$ cat config.mk
export PLATFORM = sky130hd
export DESIGN_NAME = return_stack
export DESIGN_NICKNAME = d
export VERILOG_FILES = /design/src/rtl/rat_pkg.sv /design/src/rtl/return_stack.sv
export SDC_FILE = /design/constraint.sdc
export NUM_CORES = 1
export LEC_CHECK = 0
export ABC_CLOCK_PERIOD_IN_PS = 2630
export BUFFER_PORTS_ARGS = -buffer_cell sky130_fd_sc_hd__buf_2
export CAP_MARGIN = 40
export CORE_ASPECT_RATIO = 1.25
export CORE_UTILIZATION = 50
export DETAILED_ROUTE_END_ITERATION = 8
export HOLD_SLACK_MARGIN = 0.08
export PLACE_DENSITY = 0.75
export SYNTH_ARGS = -nofsm -noshare
export SYNTH_HDL_FRONTEND = slang
export SYNTH_SLANG_ARGS = --single-unit
export TNS_END_PERCENT = 20
$ cat constraint.sdc
create_clock -name RS_CLK -period 2.63 [get_ports RS_CLK]
set_input_delay 0.526 -clock RS_CLK [delete_from_list [all_inputs] [get_ports RS_CLK]]
set_output_delay 0.526 -clock RS_CLK [all_outputs]
set_load 0.005 [all_outputs]
$ cat src/rtl/rat_pkg.sv
// Shared RAT CPU datapath types: program-counter address width and address type.
// Used by the program counter and the return-address stack so both agree on the width.
package rat_pkg;
  localparam int ADDR_W = 10;
  typedef logic [ADDR_W-1:0] pc_addr_t;
endpackage

$ cat src/rtl/return_stack.sv
// Return-address stack: push on CALL, pop on RET. All updates on the RS_CLK rising edge;
// top/flags are combinational from registers. No backpressure: errors are sticky flags, never stalls.
module return_stack
  import rat_pkg::*;
#(
  parameter int DEPTH     = 8,
  parameter int STK_ADDRW = rat_pkg::ADDR_W
) (
  input  logic                       RS_CLK,
  input  logic                       RS_RST_N,
  input  logic                       RS_PUSH,
  input  logic                       RS_POP,
  input  logic                       RS_FLUSH,
  input  logic                       RS_CLR_ERR,
  input  logic [STK_ADDRW-1:0]       RS_DIN,
  output logic [STK_ADDRW-1:0]       RS_TOP,
  output logic                       RS_EMPTY,
  output logic                       RS_FULL,
  output logic [$clog2(DEPTH):0]     RS_COUNT,
  output logic                       RS_OVF,
  output logic                       RS_UNF
);

  localparam int PW = $clog2(DEPTH);
  localparam int CW = PW + 1;
  localparam logic [CW-1:0] FULL_CNT = CW'(DEPTH);

  logic [STK_ADDRW-1:0] r_mem [DEPTH];
  logic [CW-1:0]        r_count;
  logic                 r_ovf;
  logic                 r_unf;

  logic                 w_empty;
  logic                 w_full;
  logic [CW-1:0]        w_top_cnt;
  logic [PW-1:0]        w_top_idx;
  logic [PW-1:0]        w_wr_idx;
  logic                 w_ovf_evt;
  logic                 w_unf_evt;

  assign w_empty   = (r_count == '0);
  assign w_full    = (r_count == FULL_CNT);
  assign w_top_cnt = r_count - CW'(1);
  assign w_top_idx = w_top_cnt[PW-1:0];
  assign w_wr_idx  = r_count[PW-1:0];

  // Flush suppresses push/pop entirely, so it also suppresses their error events.
  assign w_ovf_evt = !RS_FLUSH && RS_PUSH && !RS_POP && w_full;
  assign w_unf_evt = !RS_FLUSH && RS_POP && !RS_PUSH && w_empty;

  always_ff @(posedge RS_CLK or negedge RS_RST_N) begin
    if (!RS_RST_N) begin
      r_count <= '0;
      for (int i = 0; i < DEPTH; i++) begin
        r_mem[i] <= '0;
      end
    end else if (RS_FLUSH) begin
      r_count <= '0;
    end else if (RS_PUSH && RS_POP && !w_empty) begin
      r_mem[w_top_idx] <= RS_DIN;
    end else if (RS_PUSH) begin
      if (!w_full) begin
        r_mem[w_wr_idx] <= RS_DIN;
        r_count         <= r_count + CW'(1);
      end
    end else if (RS_POP && !w_empty) begin
      r_count <= w_top_cnt;
    end
  end

  always_ff @(posedge RS_CLK or negedge RS_RST_N) begin
    if (!RS_RST_N) begin
      r_ovf <= 1'b0;
      r_unf <= 1'b0;
    end else begin
      r_ovf <= w_ovf_evt | (r_ovf & ~RS_CLR_ERR);
      r_unf <= w_unf_evt | (r_unf & ~RS_CLR_ERR);
    end
  end

  assign RS_TOP   = w_empty ? '0 : r_mem[w_top_idx];
  assign RS_EMPTY = w_empty;
  assign RS_FULL  = w_full;
  assign RS_COUNT = r_count;
  assign RS_OVF   = r_ovf;
  assign RS_UNF   = r_unf;

endmodule

=== After elaboration in Yosys (flattened, before gate mapping) ===
Index checks and enable logic that the tools add are counted.

* Bits in registers: 86
* Bits in latches: 0
* RAM bits: 0
* Bits in read-only memories: 0
* Bits of input ports: 16
* Output and inout port bits: 18
* Word-level logic and storage cells: 67
* Memories: 0

* $add $sub $neg: 2
* Multiply operators: 0
* Divide/modulo/power cells: 0
* Magnitude comparators: 4
* Equal/unequal tests: 4
* Shift operators: 0
* Mux-type cells: 18
* Bitwise gates (word level): 8
* Reductions and logical operators: 20

{| class="wikitable"
|+ Operators by type and width
! operator !! count
|-
| 80-bit two-way mux || 3
|-
| 80-bit bitwise mux || 2
|-
| 10-bit demux with 3-bit select || 2
|-
| 10-bit two-way mux || 5
|-
| 10-bit binary-select mux with 3-bit select || 1
|-
| 4-bit two-way mux || 5
|-
| 1-bit logical AND || 11
|-
| 4-bit greater-or-equal comparator, second input constant || 2
|-
| 4-bit by 1-bit < comparator with 1-bit output, second input constant || 2
|-
| 3-bit NOT with 4-bit output || 2
|-
| 3-bit AND reduction || 2
|-
| 4-bit by 1-bit adder with 4-bit output, second input constant || 1
|-
| 4-bit == test, second input constant || 1
|-
| 1-bit logical NOT || 4
|-
| 4-bit logical NOT || 1
|-
| 4-bit by 1-bit subtractor with 4-bit output, second input constant || 1
|-
| 3-bit inequality test, second input constant || 1
|-
| 3-bit nonzero test || 1
|-
| 1-bit AND || 2
|-
| 2-bit by 1-bit inequality test with 1-bit output, second input constant || 1
|-
| 2-bit inequality test, second input constant || 1
|-
| 1-bit NOT || 2
|-
| 1-bit OR || 2
|-
| 2-bit nonzero test || 1
|}

=== Longest topological paths before layout ===
* Depth in word-level cells: 9
* Gate-level depth with buffers: 9

=== Least setup slack after synthesis ===
OpenSTA, ideal clock, no wires.

* Path kind: register -> register
* From: register r_count[1], in the netlist RS_COUNT[1]
* To: register r_mem[40] (netlist name)
* Library setup time: 0.125 ns
* Arrival: 2.461 ns
* Data required time: 2.505 ns
* Setup slack: 0.044 ns
* Cell stages (with the launch flop): 9
* Path buffers: 2
* Clock period less this slack: 2.586 ns
* Path through: dfrtp_1 clkbuf_1 inv_1 ha_1 or3b_1 buf_4 a2111o_1 a21oi_4 mux2_2

* Cells in the longest elaborated chain, start to end: 9
* Elaborated cells between the ends (all ways): 25
* Those cells by class: 1 x add/sub; 4 x order compare; 2 x eq/ne; 9 x mux; 2 x bitwise; 7 x reduce/logical

{| class="wikitable"
|+ Ends and longest elaborated chain
! what !! line !! RTL
|-
| start, declared || return_stack.sv:29 || <nowiki>logic [CW-1:0] r_count;</nowiki>
|-
| start signal, assigned || return_stack.sv:64 || <nowiki>r_count <= r_count + CW'(1);</nowiki>
|-
| start signal, assigned || return_stack.sv:67 || <nowiki>r_count <= w_top_cnt;</nowiki>
|-
| branches (longest 9 deep; another with 4-bit by 1-bit subtractor with 4-bit output) || - ||
|-
| end signal, assigned by index || return_stack.sv:55 || <nowiki>r_mem[i] <= '0;</nowiki>
|-
| end signal, assigned by index || return_stack.sv:60 || <nowiki>r_mem[w_top_idx] <= RS_DIN;</nowiki>
|-
| end signal, assigned by index || return_stack.sv:63 || <nowiki>r_mem[w_wr_idx] <= RS_DIN;</nowiki>
|-
| end, declared || return_stack.sv:28 || <nowiki>logic [STK_ADDRW-1:0] r_mem [DEPTH];</nowiki>
|}

Parallel ways; which one is timed is not known. The select of a mux whose other input is x is not followed.
A chain may end at the register's enable or synchronous reset.

=== Worst setup path after layout ===
* From: register r_count[1], in the netlist RS_COUNT[1]
* To: output port RS_TOP[2]

* Cells in the longest elaborated chain, start to end: 6
* Elaborated cells between the ends (all ways): 7
* Those cells by class: 1 x add/sub; 4 x mux; 1 x bitwise; 1 x reduce/logical

{| class="wikitable"
|+ Ends and longest elaborated chain
! what !! line !! RTL
|-
| 4-bit by 1-bit subtractor with 4-bit output || return_stack.sv:43 || <nowiki>assign w_top_cnt = r_count - CW'(1);</nowiki>
|-
| 3-bit NOT with 4-bit output (implied by the code) || return_stack.sv:81 || <nowiki>assign RS_TOP = w_empty ? '0 : r_mem[w_top_idx];</nowiki>
|-
| 10-bit binary-select mux with 3-bit select || return_stack.sv:81 ||
|-
| 10-bit two-way mux (implied by the code) (2 in series) || return_stack.sv:81 ||
|-
| 10-bit two-way mux * || return_stack.sv:81 ||
|-
| end, declared || return_stack.sv:16 || <nowiki>output logic [STK_ADDRW-1:0] RS_TOP,</nowiki>
|}

Every way passes the cells marked *; elsewhere a longest branch is shown, timed or not. The select of a mux whose other input is x is not followed.

==> metrics.txt <==
violated checks=DRC; routed vias/inst=5.97; post-CTS setup buffer count=0; largest stage delay on the critical path=0.43 ns; largest net degree at the start of global routing=47; number of global-route vias before repair=2864; CTS max path bufs=2; row cnt=37; syn avg cell area=14.0 um2; Pwr Density=1230 mW/mm2; Worst Setup End Kind=output pin; Final HPWL DP=5830 um; sw power=2.04 mW; Net Sw Frac=33.6%; peak supply drop=518 uV; Worst slew margin=56.8%; Crit path arrival time=2.00 ns; async set or reset register ratio after synthesis=100%; synth-to-layout area growth=17.3%; Least-Margin Pin Slew=0.646 ns; Seq/Total Area, Yosys=51.0%; Tmin final=2.52 ns; Hold Slack=0.137 ns; f_max=0.397 GHz; Main synth FF type=dfrtp_1; slowest CP cell=or3b_4; Tot GR Track Use=22.6%; Final Setup Violations=0; Yosys reg bits=86; LEAKAGE=2.21 nW; CP Class=reg2out; Design Power=6.07 mW; TNS Setup=0 ns; skew final=0.00936 ns; first-pass GRT wire length=14900 um; worst-path cell chain=inv_1, ha_4, or3b_4, inv_2, buf_4, a21oi_1, buf_2; routed vias=2715; max-slew violation count=0; count of non-filler cells in the finished layout=455; layout cells sized above 1=53.1%; Ports=34; Netlist cell types=40; Post-Route WL=8930 um; PortBufs=33; R2R depth=6; root buf cell=clkbuf_8; maxcap violations=0; Antenna diodes=0; die width=84.1 um; Fill cells=626; Wirelength per Cell=19.6 um; drt drc=8; # clock sinks=86; synthesized area=0.00422 mm2; Post-synth EDFFs=0; reg2reg start=RS_COUNT[1]; syn_nets=319; Worst Path Max Fanout=7; routability cong.=0.774; antenna-violating nets left=0; reg2reg end=r_mem[45]; final hold vios=0; drt first pass iters=6; initial antenna violation count=0; clk slew on worst S/H paths=0.09 ns; nets@finish=371; Die ar.=0.00881 mm2; GRT overflow=0; Yosys warning total=0; Final period util=95.9%; Crit path depth=7; Cells after Synth=301; CP Launch Type=register; status=finished, violations left; Worst Path Buf+Inv=4; final core occ=60.4%; CP startpoint=RS_COUNT[1]; R2R setup slack=0.15 ns; RSZ-0062 raised after global routing=no; Initial Util=51.5%; total core area=0.00819 mm2; initial drt markers=143; register share of total power=36.0%; worst-skew pair later-pin latency=0.36 ns; DP Cell Count=439; CTS tree=built; TritonCTS buffer count=9; htree depth=3; Largest delay share family, worst path=buffers and inverters; Worst Path Required=2.10 ns; share of power burned in the clock network=18.6%; combinational share of power=45.4%; Hold Crit Class=in2async; Pint=4.03 mW; die span in y=105 um
==> Yosys cell counts, drive strengths merged, types with 2 or more instances <==
cell type	instances	share of area [%]
nor2b	4	0.59
o21ai	6	1.1
xor2	3	0.62
mux2	81	22
inv	5	0.44
clkbuf	9	0.80
nand2	22	2.0
or3	2	0.30
nand4	6	0.89
dfrtp	86	51
nor2	6	0.53
or4	2	0.36
mux2i	2	0.47
mux4	20	11
buf	6	0.86
a2111o	2	0.53
nor4	2	0.30
and2	2	0.30
ha	2	0.59
a21oi	17	2.7
and4	5	1.0
==> metrics by stage <==
| step | setup WS, ns | instance area [um2] |
|---|---|---|
| finish | 0.109 | 4950 |
| global route | 0.0113 | 4950 |
| CTS | 0.00643 | 4900 |
| detailed placement | 0.0326 | 4620 |
| global placement | 0.0813 | 4620 |
| floorplan | 0.0438 | 4220 |
==> power groups by stage <==
stage	logic (mW)	registers [mW]	clock network (mW)
floorplan	1.83	2.10	0
global placement	2.51	2.16	0
detailed placement	2.59	2.19	0
CTS	2.68	2.17	1.16
global route	2.98	2.25	1.20
finish	2.76	2.18	1.13
==> kinds of logic (layout without fill, tap and decap cells) <==
group | after synthesis | after routing | share of synthesized area (%)
compound gates | 33 | 33 | 6.02
xor+xnor | 4 | 4 | 0.831
fa+ha+maj | 2 | 2 | 0.593
buf+inv | 20 | 77 | 2.11
flops | 86 | 86 | 51.0
mux | 103 | 103 | 32.8
simple gates | 53 | 53 | 6.62
==> state kept, by name, indices dropped and copies added (netlist names) <==
register / cells
RS_COUNT: 4
RS_OVF: 1
RS_UNF: 1
r_mem: 80
==> how the worst max path moves through the flow <==
stage                      to
floorplan           r_mem[40]
global placement    r_mem[44]
detailed placement  r_mem[45]
CTS                 RS_TOP[3]
global route        RS_TOP[4]
finish              RS_TOP[2]
==> cells in the final DEF (no fill, tap or decap), types with 2 or more instances in the layout <==
cell type and instances:
clkbuf_8 10, inv_2 2, mux4_2 20, o21ai_2 4, or3_1 2, nand4_1 6, nor2_1 6, buf_2 32
xor2_1 2, buf_6 3, a21oi_1 11, mux2i_1 2, mux2_1 2, mux2_2 79, bufinv_16 3, or4_1 2
a2111o_1 2, nand2_1 22, nor2b_1 4, o21ai_0 2, a21oi_4 2, a21oi_2 4, inv_1 3, and4_1 5
buf_4 19, clkinv_2 2, dfrtp_1 85, nor4_1 2, and2_1 2
==> layout make-up <==
cell class / instances / area [um2] / area share [%]
flip-flops and latches: 86 / 2150 / 43.5
repair buffers: 56 / 372 / 7.51
inverters: 5 / 18.8 / 0.379
well taps: 97 / 121 / 2.45
clock inverters: 6 / 109 / 2.20
clock buffers: 10 / 138 / 2.78
multi-input cells: 195 / 2040 / 41.1
==> timing repair <==
item / CTS / global route
hold buffers: 0 / 0
resized for setup: 8 / 7
setup endpoints to repair: 7 / 9
==> per-layer routing <==
layer / wire (um) / track usage, % / vias up / share of wire, %
met1: 3900 / 29.6 / 1415 / 44
met2: 4560 / 37.1 / 47 / 51
met5: 0 / 0 / - / 0
met4: 176 / 9.48 / 0 / 2.0
li1: - / - / 1240 / -
met3: 285 / 4.11 / 13 / 3.2
Note: power is estimated with default switching activity, not from simulation.
